**src/rtl/sram_ctrl_pkg.sv**
```systemverilog
// Shared encodings and default widths for the SRAM initiator controller.
package sram_ctrl_pkg;

   localparam int unsigned DEF_DATA_WIDTH = 8;
   localparam int unsigned DEF_ADDR_WIDTH = 8;
   localparam int unsigned DEF_CNT_WIDTH  = 16;

   typedef enum logic [1:0] {
      OP_READ       = 2'b00,
      OP_WRITE      = 2'b01,
      OP_WR_IF_ZERO = 2'b10,
      OP_ILLEGAL    = 2'b11
   } op_e;

   typedef enum logic [2:0] {
      ST_IDLE,
      ST_RD,
      ST_RD_WAIT,
      ST_WR,
      ST_RESP
   } state_e;

endpackage

```
**src/rtl/sram_ctrl.sv**
```systemverilog
// Single-request SRAM initiator: read / write / write-if-zero with registered-read
// capture, response handshake, saturating write counter and deferred dump strobe.
module sram_ctrl
   import sram_ctrl_pkg::*;
#(
   parameter int unsigned DATA_WIDTH = DEF_DATA_WIDTH,
   parameter int unsigned ADDR_WIDTH = DEF_ADDR_WIDTH,
   parameter int unsigned CNT_WIDTH  = DEF_CNT_WIDTH
) (
   input  logic                  clk,
   input  logic                  rst,
   input  logic                  req_valid,
   output logic                  req_ready,
   input  logic [1:0]            req_op,
   input  logic [ADDR_WIDTH-1:0] req_addr,
   input  logic [DATA_WIDTH-1:0] req_data,
   output logic                  resp_valid,
   input  logic                  resp_ready,
   output logic [DATA_WIDTH-1:0] resp_data,
   output logic                  resp_written,
   output logic                  resp_err,
   input  logic                  dump_req,
   output logic                  sram_cs,
   output logic                  sram_we,
   output logic [ADDR_WIDTH-1:0] sram_addr,
   output logic [DATA_WIDTH-1:0] sram_wdata,
   input  logic [DATA_WIDTH-1:0] sram_rdata,
   output logic                  sram_dump,
   output logic [CNT_WIDTH-1:0]  wr_count
);

   state_e                state, state_n;
   op_e                   op_q, op_n;
   logic [DATA_WIDTH-1:0] data_q, data_n;
   logic                  dump_pend, pend_n;
   logic                  cs_n, we_n, rv_n, rw_n, re_n, dump_n, cnt_inc;
   logic [ADDR_WIDTH-1:0] addr_n;
   logic [DATA_WIDTH-1:0] wdata_n, rd_n;
   logic [CNT_WIDTH-1:0]  cnt_n;

   // dump_req gates acceptance in the same cycle it arrives
   assign req_ready = (state == ST_IDLE) && !resp_valid && !sram_dump
                      && !dump_pend && !dump_req;

   always_comb begin
      state_n = state;
      op_n    = op_q;
      data_n  = data_q;
      pend_n  = dump_pend | dump_req;
      dump_n  = sram_dump;
      cs_n    = 1'b0;
      we_n    = 1'b0;
      addr_n  = sram_addr;
      wdata_n = sram_wdata;
      rv_n    = resp_valid;
      rd_n    = resp_data;
      rw_n    = resp_written;
      re_n    = resp_err;
      cnt_inc = 1'b0;

      case (state)
         ST_IDLE: begin
            if (dump_pend && !resp_valid)
               dump_n = 1'b1;
            if (req_valid && req_ready) begin
               op_n   = op_e'(req_op);
               data_n = req_data;
               addr_n = req_addr;
               rd_n   = '0;
               rw_n   = 1'b0;
               re_n   = 1'b0;
               case (op_e'(req_op))
                  OP_READ, OP_WR_IF_ZERO: begin
                     state_n = ST_RD;
                     cs_n    = 1'b1;
                  end
                  OP_WRITE: begin
                     state_n = ST_WR;
                     cs_n    = 1'b1;
                     we_n    = 1'b1;
                     wdata_n = req_data;
                  end
                  default: state_n = ST_RESP;
               endcase
            end
         end
         ST_RD: state_n = ST_RD_WAIT;
         ST_RD_WAIT: begin
            rd_n = sram_rdata;
            if (op_q == OP_WR_IF_ZERO && sram_rdata == '0) begin
               state_n = ST_WR;
               cs_n    = 1'b1;
               we_n    = 1'b1;
               wdata_n = data_q;
            end else begin
               rv_n    = 1'b1;
               state_n = ST_RESP;
            end
         end
         ST_WR: begin
            rv_n    = 1'b1;
            rw_n    = 1'b1;
            cnt_inc = 1'b1;
            state_n = ST_RESP;
         end
         ST_RESP: begin
            // Entering RESP without a response only happens for an illegal op
            if (!resp_valid) begin
               rv_n = 1'b1;
               re_n = (op_q == OP_ILLEGAL);
            end else if (resp_ready) begin
               rv_n    = 1'b0;
               state_n = ST_IDLE;
            end
         end
         default: state_n = ST_IDLE;
      endcase

      cnt_n = wr_count;
      if (cnt_inc && wr_count != '1)
         cnt_n = wr_count + CNT_WIDTH'(1);
   end

   always_ff @(posedge clk) begin
      if (rst) begin
         state        <= ST_IDLE;
         op_q         <= OP_READ;
         data_q       <= '0;
         dump_pend    <= 1'b0;
         sram_dump    <= 1'b0;
         sram_cs      <= 1'b0;
         sram_we      <= 1'b0;
         sram_addr    <= '0;
         sram_wdata   <= '0;
         resp_valid   <= 1'b0;
         resp_data    <= '0;
         resp_written <= 1'b0;
         resp_err     <= 1'b0;
         wr_count     <= '0;
      end else begin
         state        <= state_n;
         op_q         <= op_n;
         data_q       <= data_n;
         dump_pend    <= pend_n;
         sram_dump    <= dump_n;
         sram_cs      <= cs_n;
         sram_we      <= we_n;
         sram_addr    <= addr_n;
         sram_wdata   <= wdata_n;
         resp_valid   <= rv_n;
         resp_data    <= rd_n;
         resp_written <= rw_n;
         resp_err     <= re_n;
         wr_count     <= cnt_n;
      end
   end

endmodule

```
**config.mk**
```make
export PLATFORM = sky130hd
export DESIGN_NAME = sram_ctrl
export DESIGN_NICKNAME = d
export VERILOG_FILES = /design/src/rtl/sram_ctrl_pkg.sv /design/src/rtl/sram_ctrl.sv
export SDC_FILE = /design/constraint.sdc
export NUM_CORES = 1
export LEC_CHECK = 0
export ABC_CLOCK_PERIOD_IN_PS = 1700
export CAP_MARGIN = 0
export CORE_ASPECT_RATIO = 1.5
export CORE_UTILIZATION = 43
export CTS_CLUSTER_SIZE = 25
export DETAILED_ROUTE_END_ITERATION = 8
export GPL_TIMING_DRIVEN = 0
export HOLD_SLACK_MARGIN = 0.05
export PLACE_DENSITY_LB_ADDON = 0.25
export SETUP_SLACK_MARGIN = 0.3
export SYNTH_ARGS = -nofsm -noshare
export SYNTH_HDL_FRONTEND = slang
export SYNTH_SLANG_ARGS = --single-unit
```
**constraint.sdc**
```tcl
create_clock -name clk -period 1.7 [get_ports clk]
set_clock_uncertainty 0.05 [all_clocks]
set_input_delay 0.17 -clock clk [delete_from_list [all_inputs] [get_ports clk]]
set_output_delay 0.17 -clock clk [all_outputs]
set_load 0.01 [all_outputs]
```
* Word-level counts from Yosys, hierarchy flattened
Cells that the tools add are included.
Storage, ports and cells: output and inout port bits 47, input bits 31, word-level logic and storage cells 89, register bits after elaboration 60
Cells by class: mux-type cells 28, eq/ne operators 16, bitwise operators 1, reductions and logical operators 29, add/sub/neg operators 1
Operator list (number):
- 2-to-1 mux 8 bit | 4
- one-hot mux 8 bit (2 select lines) | 2
- adder 16 x 1 -> 16 bit (second input constant) | 1
- inequality test 16 bit (second input constant) | 1
- one-hot mux 3 bit (5 select lines) | 1
- 2-to-1 mux 3 bit | 4
- 2-to-1 mux 1 bit | 11
- inequality test 2 bit (second input constant) | 5
- AND reduction 2 bit | 5
- logical AND 1 bit | 8
- zero test 8 bit | 1
- one-hot mux 1 bit (2 select lines) | 4
- equality test 2 bit (second input constant) | 3
- equality test 3 x 2 -> 1 bit (second input constant) | 2
- one-hot mux 3 bit (2 select lines) | 1
- AND reduction 3 bit | 2
- nonzero test 2 bit | 3
- zero test 1 bit | 4
- inequality test 2 x 1 -> 1 bit (second input constant) | 2
- AND reduction 4 bit | 1
- equality test 3 x 1 -> 1 bit (second input constant) | 1
- equality test 3 bit (second input constant) | 1
- zero test 3 bit | 1
- one-hot mux 1 bit (3 select lines) | 1
- other kinds (6) | 6

* Logic depth before layout (Yosys ltp)
Gate-level depths: netlist of the first run.
depth in word-level cells 8, depth in mapped cells 7, gate-level depth less buffers 5

* Worst setup path before layout of the first run
Ideal clock, no wire load.
path type flip-flop to flip-flop, from register wr_count[0], to register wr_count[0], stages on the path, launching flop included 6, slack -0.094 ns, setup time 0.121 ns, arrival time 1.623 ns, path buffers 0, path through dfxtp_1 -> ha_1 -> nand4_1 -> nor4_4 -> a21oi_2 -> mux2_4
On the way: word-level cells in the longest chain between the ends 2
Ends and longest elaborated chain:
- start: declaration | RTL line sram_ctrl.sv:29 | output logic [CNT_WIDTH-1:0] wr_count
- start signal: assignment | RTL line sram_ctrl.sv:154 | wr_count <= cnt_n;
- parallel branches: the longest is 2 deep, another holds adder 16 x 1 -> 16 bit
Several ways; the timed one is not identified. A chain may end at the register's enable or synchronous reset.

* Worst setup path after layout of the first run
from register state[1], to register sram_wdata[0]
On the way: word-level cells in the longest chain between the ends 8
Ends and longest elaborated chain:
- start: declaration | RTL line sram_ctrl.sv:32 | state_e state, state_n;
- start signal: assignment | RTL line sram_ctrl.sv:141 | state <= state_n;
- zero test 3 bit | RTL line sram_ctrl.sv:42, sram_ctrl.sv:61
- logical AND 1 bit (2 in series) | RTL line sram_ctrl.sv:42 | assign req_ready = (state == ST_IDLE) && !resp_valid && !sram_dump
- logical AND 1 bit (2 in series) | RTL line sram_ctrl.sv:43 | && !dump_pend && !dump_req;
- logical AND 1 bit | RTL line sram_ctrl.sv:65 | if (req_valid && req_ready) begin
- inequality test 2 x 1 -> 1 bit (no source line)
- AND reduction 4 bit (no source line)
- end signal: assignment | RTL line sram_ctrl.sv:149 | sram_wdata <= wdata_n;
- end: declaration | RTL line sram_ctrl.sv:26 | output logic [DATA_WIDTH-1:0] sram_wdata,
Parallel ways exist; a longest one is shown, timed or not.

==> metrics.yaml, run 1 <==
routing:
  avgViaCountPerCell: 5.651
  drt_wl_total_um: 9231
  vias: 2967
  drcViolationCount: 0
  drt_iter0_drc: 94
  ant_nets: 0
  wl_per_cell_um: 17.58
  firstDrtPassIters: 4
timing:
  rsz0062_at_grt: "true"
  worst_slew_pin_slew_ns: 0.8316
  fin_ws_ns: -0.04634
  hold_violations: 0
  setup_violations: 9
  fmax_ghz: 0.5726
  timing.hold.ws_ns: 0.2771
  post-route-period-util: 1.027
  relSlewSlack: 0.4456
  slew_viol_final: 0
  min_period_ns: 1.746
place:
  place_congestion: 0.8089
  numPortBuffers: 76
  dp_hpwl_um: 5288
worst_setup_path:
  critPathCaptureType: "register"
  cp.arrival_ns: 1.92
  startpoint_type: "register"
  r2r_end: "sram_wdata[0]"
  worstPathMaxFanout: 9
  rr_worst_depth: 4
  r2r_slack_ns: -0.05
  crit_type: "reg2reg"
  worst_ep_required_time_ns: 1.88
  rr_startpoint: "state[1]"
global_routing:
  grt_max_degree: 11
  antenna_found_initial: 0
  grt_pass1_vias: 2903
  track_usage: 0.2707
  grt_pass1_wl_um: 13780
  grt.overflow.total: 0
finish:
  syn_to_final_growth_pct: 72.33
  diodes: 0
  nets: 476
  drive_gt1_frac: 0.4521
  n_fill_cell: 438
floorplan:
  dieHeight_um: 101.9
  die_x_um: 68.62
  row_count: 36
  die-area_mm2: 0.006994
  initial_utilization: 0.4414
  boundaryPins: 78
  fp.coreArea_mm2: 0.006486
synth:
  synth_edf_count: 0
  syn_inst: 321
  ys_ff_latch: 60
  synth.most_common_cell: "dfxtp_1"
  yosys_warnings: 0
  ys.flop_type: "dfxtp_1"
  synth_area_leader_cell: "dfxtp_1"
  syn_area_mm2: 0.002863
  synth.top_cell.area_share: 0.4196
  syn_avg_cell_area_um2: 8.918
  synth_area_leaders: "dfxtp_1 (42%), a21oi_1 (7.2%), nand2_1 (7.1%)"
  yosysSeqAreaShare: 0.4196
  synth_nets: 353
  synth_common_cells: "dfxtp_1 (60), nand2_1 (54), a21oi_1 (41), nor2_1 (28), nand3_1 (15)"
  async_flop_share: 0
  synth.distinct_cells: 54
clock_tree:
  path_clk_slew_ns: 0.07
  cts_tree: "built"
  htree_levels: 3
  clkLatencyLatePin_ns: 0.34
  cts_made_buffers: 9
  postCtsHoldBufs: 0
  clock_path_buffers: 2
  clockRootBuffer: "clkbuf_8"
  cts_sinks: 60
min_path:
  hold_path_class: "in2reg"
  holdPathEnd: "sram_wdata[2]"
  holdPathStages: 3
  holdCritStartpoint: "rst"
power_and_ir_drop:
  finalPower_mw: 3.576
  p_leak_nw: 2.034
  p_per_area_mw_per_mm2: 724.9
  ir_drop_v: 0.0006334
run:
  drv_cap: 0
status:
  violations: "setup timing"
  outcome: "complete, but fails checks"
-- worst max-delay path: stages (launching register included) --
cell and delay [ns]:
dfxtp_2 0.32, buf_6 0.13, or3_4 0.42, o2bb2ai_4 0.38, mux2_4 0.34
-- per-layer routing --
metal / wire length [um] / global-route usage / share of wire
met1: 3430 / 0.2819 / 0.37
met2: 5076 / 0.4729 / 0.55
met3: 418 / 0.05580 / 0.045
met4: 306 / 0.1795 / 0.033
met5: 0 / 0 / 0
-- per-stage QoR --
step,worst slack [ns],area [um^2],TNS (ns),instances,util
6_report,-0.04634,4933,-0.3480,525,0.7606
5_1_grt,-0.1054,4933,-0.8276,525,0.7606
4_1_cts,-0.06367,4556,-0.2755,515,0.7024
3_5_place_dp,-0.3407,3841,-3.870,473,0.5922
3_3_place_gp,-0.3406,3841,-3.446,473,0.5922
2_1_floorplan,-0.03257,2985,-0.03257,321,-
-- area by class of cell --
class,instances,area [um^2],area share
Buffer,19,180.2,0.03652
Clock buffer,13,180.2,0.03652
Clock inverter,3,17.52,0.003551
Inverter,3,11.26,0.002283
Multi-Input combinational cell,239,2147,0.4352
Sequential cell,60,1249,0.2531
Tap cell,76,95.09,0.01927
Timing Repair Buffer,112,1054,0.2135
-- state kept, by name, indices dropped and copies added, names as in the netlist --
name / flops
wr_count: 16
data_q: 8
resp_data: 8
sram_addr: 8
sram_wdata: 8
state: 3
op_q: 2
dump_pend: 1
resp_err: 1
resp_valid: 1
resp_written: 1
sram_cs: 1
sram_dump: 1
sram_we: 1
-- cells by family (layout without fill, tap and decap cells) --
family / after synthesis / after routing / synth area share
AOI/OAI and AO/OA: 63 / 63 / 0.1342
adders and majority gates: 1 / 1 / 0.004370
buffers and inverters: 22 / 150 / 0.04283
DFF: 60 / 60 / 0.4196
muxes: 21 / 21 / 0.09047
and+or+nand+nor: 154 / 154 / 0.3086
-- where the power goes --
part	switching, mW	internal [mW]	total (mW)
sequential	0.0633	1.46	1.52
combinational	0.391	0.407	0.798
clock	0.561	0.693	1.25
total	1.02	2.56	3.58
-- how the worst max path moves through the flow --
stage | from | end | slack, ns | cells past startpoint
6_report | state[1] | sram_wdata[0] | -0.05 | 4
5_1_grt | state[1] | req_ready | -0.11 | 5
4_1_cts | state[1] | req_ready | -0.06 | 5
3_5_place_dp | sram_rdata[4] | sram_wdata[2] | -0.34 | 5
3_3_place_gp | sram_rdata[4] | sram_wdata[2] | -0.34 | 5
2_1_floorplan | wr_count[1] | wr_count[0] | -0.03 | 5
-- repair_timing --
action                     in CTS  in global routing
hold endpoints to repair        0                  0
gates resized for setup       135                 64
buffers inserted               24                 10
setup endpoints to repair     101                 59
gates cloned                    2                  0
pin swaps                      38                 23
-- layout by cell type (no fill, tap or decap), types with 3 or more instances in the layout --
cell type / n
a211oi_1: 4
a21oi_1: 10
a21oi_2: 32
a31oi_1: 3
buf_12: 3
buf_4: 27
buf_6: 14
clkbuf_1: 4
clkbuf_8: 12
clkdlybuf4s50_1: 30
dfxtp_1: 40
dfxtp_2: 11
dfxtp_4: 9
dlygate4sd2_1: 45
inv_1: 3
mux2_4: 11
mux2i_1: 8
nand2_1: 35
nand2_4: 17
nand2b_1: 3
nand3_1: 3
nand3_2: 4
nand3_4: 9
nand4_4: 3
nor2_1: 21
nor2_4: 5
nor2b_1: 13
nor3_1: 3
nor3_2: 3
nor4_4: 7
or4_4: 3
(Power assumes the default switching activity.)
==> run 2: changes to the inputs <==
--- a/config.mk
+++ b/config.mk
@@ -8,3 +8,3 @@
 export ABC_CLOCK_PERIOD_IN_PS = 1700
-export CAP_MARGIN = 0
+export CAP_MARGIN = 5
 export CORE_ASPECT_RATIO = 1.5
--- a/constraint.sdc
+++ b/constraint.sdc
@@ -4,2 +4,2 @@
 set_output_delay 0.17 -clock clk [all_outputs]
-set_load 0.01 [all_outputs]
+set_load 0.02 [all_outputs]
==> metrics.yaml, run 2 (synthesized netlist as in run 1, its figures left out) <==
worst_setup_path:
  rr_worst_depth: 10  # +6
  rr_startpoint: "state[0]"
  r2r_slack_ns: -0.11  # -0.06 ns
  r2r_end: "state[2]"
  startpoint: "state[0]"
  worst_ep_required_time_ns: 1.48  # -0.40 ns
  crit_type: "reg2out"
  worstPathMaxFanout: 3  # -6
  critPathCaptureType: "primary output"
  cp.arrival_ns: 1.61  # -0.31 ns
  startpoint_type: "register"
  cp-endpoint: "req_ready"
min_path:
  hold_path_class: "in2reg"
  holdPathStages: 3  # unchanged
power_and_ir_drop:
  switchingPower_mw: 1.079  # +6.2%
  pwr-share-seq: 0.427  # about the same
  switching_share: 0.3047  # +0.02067
  p_per_area_mw_per_mm2: 717.8  # -0.98%
  p_comb_frac: 0.267  # +0.044
  p_leak_nw: 2.038  # +0.24%
  power_frac_clock: 0.306  # -0.045
  ir_drop_v: 0.0006186  # -2.3%
  finalPower_mw: 3.541  # -0.98%
  internal_power_mw: 2.462  # -3.8%
routing:
  vias: 2982  # +0.51%
  firstDrtPassIters: 4  # unchanged
  wl_per_cell_um: 17.87  # +1.6%
  drcViolationCount: 0  # unchanged
  avgViaCountPerCell: 5.648  # about the same
  ant_nets: 0  # unchanged
  drt_wl_total_um: 9433  # +2.2%
  drt_iter0_drc: 94  # unchanged
timing:
  worst_slew_pin_slew_ns: 0.8049  # -0.02670 ns
  fin_ws_ns: -0.1260  # -0.07971 ns
  setup_violations: 29  # +20
  fin_tns_setup_ns: -1.375  # -1.027 ns
  slew_viol_final: 0  # unchanged
  min_period_ns: 1.826  # +0.07971 ns
  relSlewSlack: 0.4634  # +0.01780
  post-route-period-util: 1.074  # +0.04689
  rsz0062_at_grt: "true"
  timing.hold.ws_ns: 0.2576  # -0.01948 ns
  hold_violations: 0  # unchanged
  fmax_ghz: 0.5476  # -4.4%
finish:
  mostFrequentLayoutCell: "dlygate4sd2_1"
  largest_reg_flops: 16  # unchanged
  syn_to_final_growth_pct: 72.33  # unchanged
  layout_common_cells: "dlygate4sd2_1 (41), dfxtp_1 (40), a21oi_2 (30), clkdlybuf4s50_1 (30), nand2_1 (25)"
  drive_gt1_frac: 0.4690  # +0.01691
  regMostFlops: "wr_count"
  nets: 479  # +0.63%
  diodes: 0  # unchanged
floorplan:
  initial_utilization: 0.4414  # unchanged
  die-area_mm2: 0.006994  # unchanged
  die_x_um: 68.62  # unchanged
  boundaryPins: 78  # unchanged
  row_count: 36  # unchanged
  fp.coreArea_mm2: 0.006486  # unchanged
  dieHeight_um: 101.9  # unchanged
global_routing:
  gr-usage-met2: 0.4977  # +0.02489
  antenna_found_initial: 0  # unchanged
  use_met1: 0.2619  # -0.01999
  gr-usage-met3: 0.06808  # +0.01228
  track_usage: 0.2703  # -0.0004520
  grt.overflow.total: 0  # unchanged
  grt_max_degree: 11  # unchanged
  grt_pass1_wl_um: 13810  # +0.25%
  grt_pass1_vias: 2937  # +1.2%
  busiest_layer: "met2"
clock_tree:
  clkLatencyLatePin_ns: 0.35  # about the same
  clock_path_buffers: 2  # unchanged
  cts_sinks: 60  # unchanged
  cts_made_buffers: 9  # unchanged
  cts_tree: "built"
  clockRootBuffer: "clkbuf_8"
  path_clk_slew_ns: 0.07  # about the same
  htree_levels: 3  # unchanged
place:
  numPortBuffers: 76  # unchanged
  place_congestion: 0.8203  # +1.4%
  dp_hpwl_um: 5218  # -1.3%
status:
  violations: "setup timing"
  outcome: "complete, but fails checks"
run:
  drv_cap: 0  # unchanged
run 2: layer usage:
| metal | share of wire | routed length (um) |
|---|---|---|
| met5 | 0 | 0 |
| met4 | 0.035 | 326 |
| met3 | 0.036 | 341 |
| met2 | 0.56 | 5286 |
| met1 | 0.37 | 3479 |
run 2: what timing repair did:
item                       4_1_cts  5_1_grt
buffers inserted                24       10
resized for setup              170       49
setup endpoints to repair      102       63
gates cloned                     5        0
hold buffers                     0        0
pin swaps                       62       21
run 2: area by class of cell:
class	instances	area, um^2
buffer	19	191.4
clock buffer	13	138.9
clock inverter	3	15.01
fill	429	1553
inverter	3	11.26
multi-input combinational	240	2095
sequential	60	1246
tap	76	95.09
timing repair buffer	114	1141
run 2: power groups by stage:
stage                     sequential (mW)  clock, mW  combinational [mW]
after floorplan                      1.58          0               0.340
after global placement               1.53          0               0.619
after detailed placement             1.54          0               0.628
after CTS                            1.51       1.08               0.879
after global routing                 1.52       1.15               0.994
final                                1.51       1.08               0.944
run 2: worst min path at each step:
stage | to | from | slack [ns]
2_1_floorplan | dump_pend | dump_req | 0.24
3_3_place_gp | sram_addr[3] | sram_addr[3] | 0.39
3_5_place_dp | sram_addr[0] | sram_addr[0] | 0.39
4_1_cts | sram_wdata[2] | rst | 0.25
5_1_grt | sram_wdata[4] | rst | 0.29
6_report | sram_wdata[4] | rst | 0.26
run 2: metrics by stage:
stage                     area, um^2  setup slack [ns]  instances    util
after floorplan                 2972           0.06587        321       -
after detailed placement        3827           -0.3922        473  0.5901
after CTS                       4669           -0.1144        518  0.7199
after global routing            4933           -0.1653        528  0.7606
final                           4933           -0.1260        528  0.7606
after global placement          3827           -0.3531        473  0.5901
run 2: worst max-delay path, cell delays in order (launching register included):
cell     delay [ns]
dfxtp_2        0.33
buf_6          0.12
or3_4          0.44
nor2_4         0.11
and2_4         0.14
buf_6          0.11
==> run 3: changes to the inputs <==
PLACE_DENSITY = 0.75   (was unset)
PLACE_DENSITY_LB_ADDON = unset   (was 0.25)
==> metrics.yaml, run 3 (synthesized netlist as in run 1, its figures left out) <==
status:
  outcome: "complete, but fails checks"
  violations: "setup timing"
finish:
  n_fill_cell: 405  # -5.6%
  syn_to_final_growth_pct: 75.52
  regMostFlops: "wr_count"
  diodes: 0  # unchanged
  post-route-util: 0.7747  # +0.01408
  largest_reg_flops: 16  # unchanged
  postLayoutCellArea_mm2: 0.005025  # +1.9%
  drive_gt1_frac: 0.4814  # +0.01237
  layout_common_cells: "dlygate4sd2_1 (44), dfxtp_1 (40), clkdlybuf4s50_1 (29), buf_4 (29), a21oi_2 (27)"
  mostFrequentLayoutCell: "dlygate4sd2_1"
  nets: 484  # +1.0%
clock_tree:
  clockRootBuffer: "clkbuf_8"
  postCtsHoldBufs: 0  # unchanged
  path_clk_slew_ns: 0.07  # about the same
  htree_levels: 3  # unchanged
  clkLatencyLatePin_ns: 0.35  # about the same
  cts_tree: "built"
  clock_path_buffers: 2  # unchanged
  cts_sinks: 60  # unchanged
  cts_made_buffers: 9  # unchanged
floorplan:
  initial_utilization: 0.4414  # unchanged
  dieHeight_um: 101.9  # unchanged
  die_x_um: 68.62  # unchanged
  boundaryPins: 78  # unchanged
  die-area_mm2: 0.006994  # unchanged
  row_count: 36  # unchanged
  fp.coreArea_mm2: 0.006486  # unchanged
timing:
  timing.hold.ws_ns: 0.2759  # +0.01827 ns
  rsz0062_at_grt: "true"
  setup_violations: 16  # -45%
  fin_ws_ns: -0.1073  # +0.01876 ns
  hold_violations: 0  # unchanged
  post-route-period-util: 1.063  # -0.01104
  slew_viol_final: 0  # unchanged
  fmax_ghz: 0.5533  # +1.0%
  relSlewSlack: 0.4772  # +0.01384
  worst_slew_pin_slew_ns: 0.7842  # -0.02077 ns
  min_period_ns: 1.807  # -0.01877 ns
min_path:
  hold_path_class: "in2reg"
routing:
  drcViolationCount: 0  # unchanged
  avgViaCountPerCell: 5.739  # +1.6%
  ant_nets: 0  # unchanged
  drt_wl_total_um: 10130  # +7.3%
  vias: 3059  # +2.6%
  drt_iter0_drc: 153  # +63%
  wl_per_cell_um: 19.00  # +6.3%
  firstDrtPassIters: 4  # unchanged
global_routing:
  track_usage: 0.2788  # +0.008525
  grt_pass1_wl_um: 14170  # +2.5%
  grt_max_degree: 11  # unchanged
  antenna_found_initial: 0  # unchanged
  grt_pass1_vias: 2903  # -1.2%
  grt.overflow.total: 0  # unchanged
place:
  place_area_mm2: 0.003827  # unchanged
  dp_hpwl_um: 5324  # +2.0%
  place_congestion: 0.8086  # -1.4%
  numPortBuffers: 76  # unchanged
power_and_ir_drop:
  p_per_area_mw_per_mm2: 725.2  # +1.0%
  ir_drop_v: 0.0006638  # +7.3%
  p_leak_nw: 2.095  # +2.8%
  finalPower_mw: 3.644  # +2.9%
worst_setup_path:
  critPathCaptureType: "primary output"
  worst_ep_required_time_ns: 1.48  # about the same
  startpoint_type: "register"
  worstPathMaxFanout: 5  # +2
  cp.arrival_ns: 1.59  # -0.02 ns
  crit_type: "reg2out"
run:
  drv_cap: 0  # unchanged
## run 3: cell types whose count changed in the layout (fill, tap and decap cells not counted), moves of 3 or more
| cell | delta |
|---|---|
| buf_4 | +12 |
| a21oi_2 | -3 |
| dlygate4sd2_1 | +3 |
| nand2_4 | +10 |
| buf_6 | -5 |
| nand2_2 | -11 |
## run 3: critical path, cell delays in order, from the launching register on
cell and delay [ns]:
dfxtp_2 0.32, buf_6 0.12, or3_4 0.44, nor2_4 0.10, and2_4 0.14, buf_6 0.11
## run 3: layout make-up
class	instances	area, um^2	area share
clock inverters	2	10.01	0.001992
repair buffers	119	1151	0.2291
plain buffers	19	180.2	0.03586
flip-flops and latches	60	1249	0.2485
clock buffers	14	162.7	0.03237
multi-input cells	240	2166	0.4310
inverters	3	11.26	0.002241
well taps	76	95.09	0.01892
## run 3: worst paths after layout
path,start,slack (ns),to,cells after the start
min reg2reg,sram_addr[7],0.42,sram_addr[7],2
max,state[0],-0.11,req_ready,5
min,rst,0.28,sram_wdata[7],3
max reg2reg,state[0],-0.07,resp_err,8
## run 3: power breakdown
part | switching (mW) | internal (mW)
Combinational | 0.470 | 0.479
Sequential | 0.0652 | 1.46
Clock | 0.563 | 0.606
## run 3: timing repair
| item | in CTS | in global routing |
|---|---|---|
| gates resized for setup | 145 | 72 |
| pin swaps | 36 | 36 |
| buffers inserted | 23 | 17 |
| endpoints found under the setup margin | 102 | 65 |
| cloned | 2 | 2 |
## run 3: stage by stage
stage	TNS (ns)	cells	worst slack [ns]
3_3_place_gp	-5.241	473	-0.3314
6_report	-0.6611	533	-0.1073
4_1_cts	-0.5194	514	-0.08591
3_5_place_dp	-5.748	473	-0.3361
5_1_grt	-1.841	533	-0.1429
2_1_floorplan	0	321	0.06587
## run 3: routing by layer
| layer | wire length, um | global-route usage | vias up |
|---|---|---|---|
| li1 | - | - | 1409 |
| met1 | 3649 | 0.2872 | 1504 |
| met2 | 5707 | 0.5113 | 123 |
| met4 | 298 | 0.1186 | 0 |
| met5 | 0 | 0 | - |
| met3 | 470 | 0.07254 | 23 |
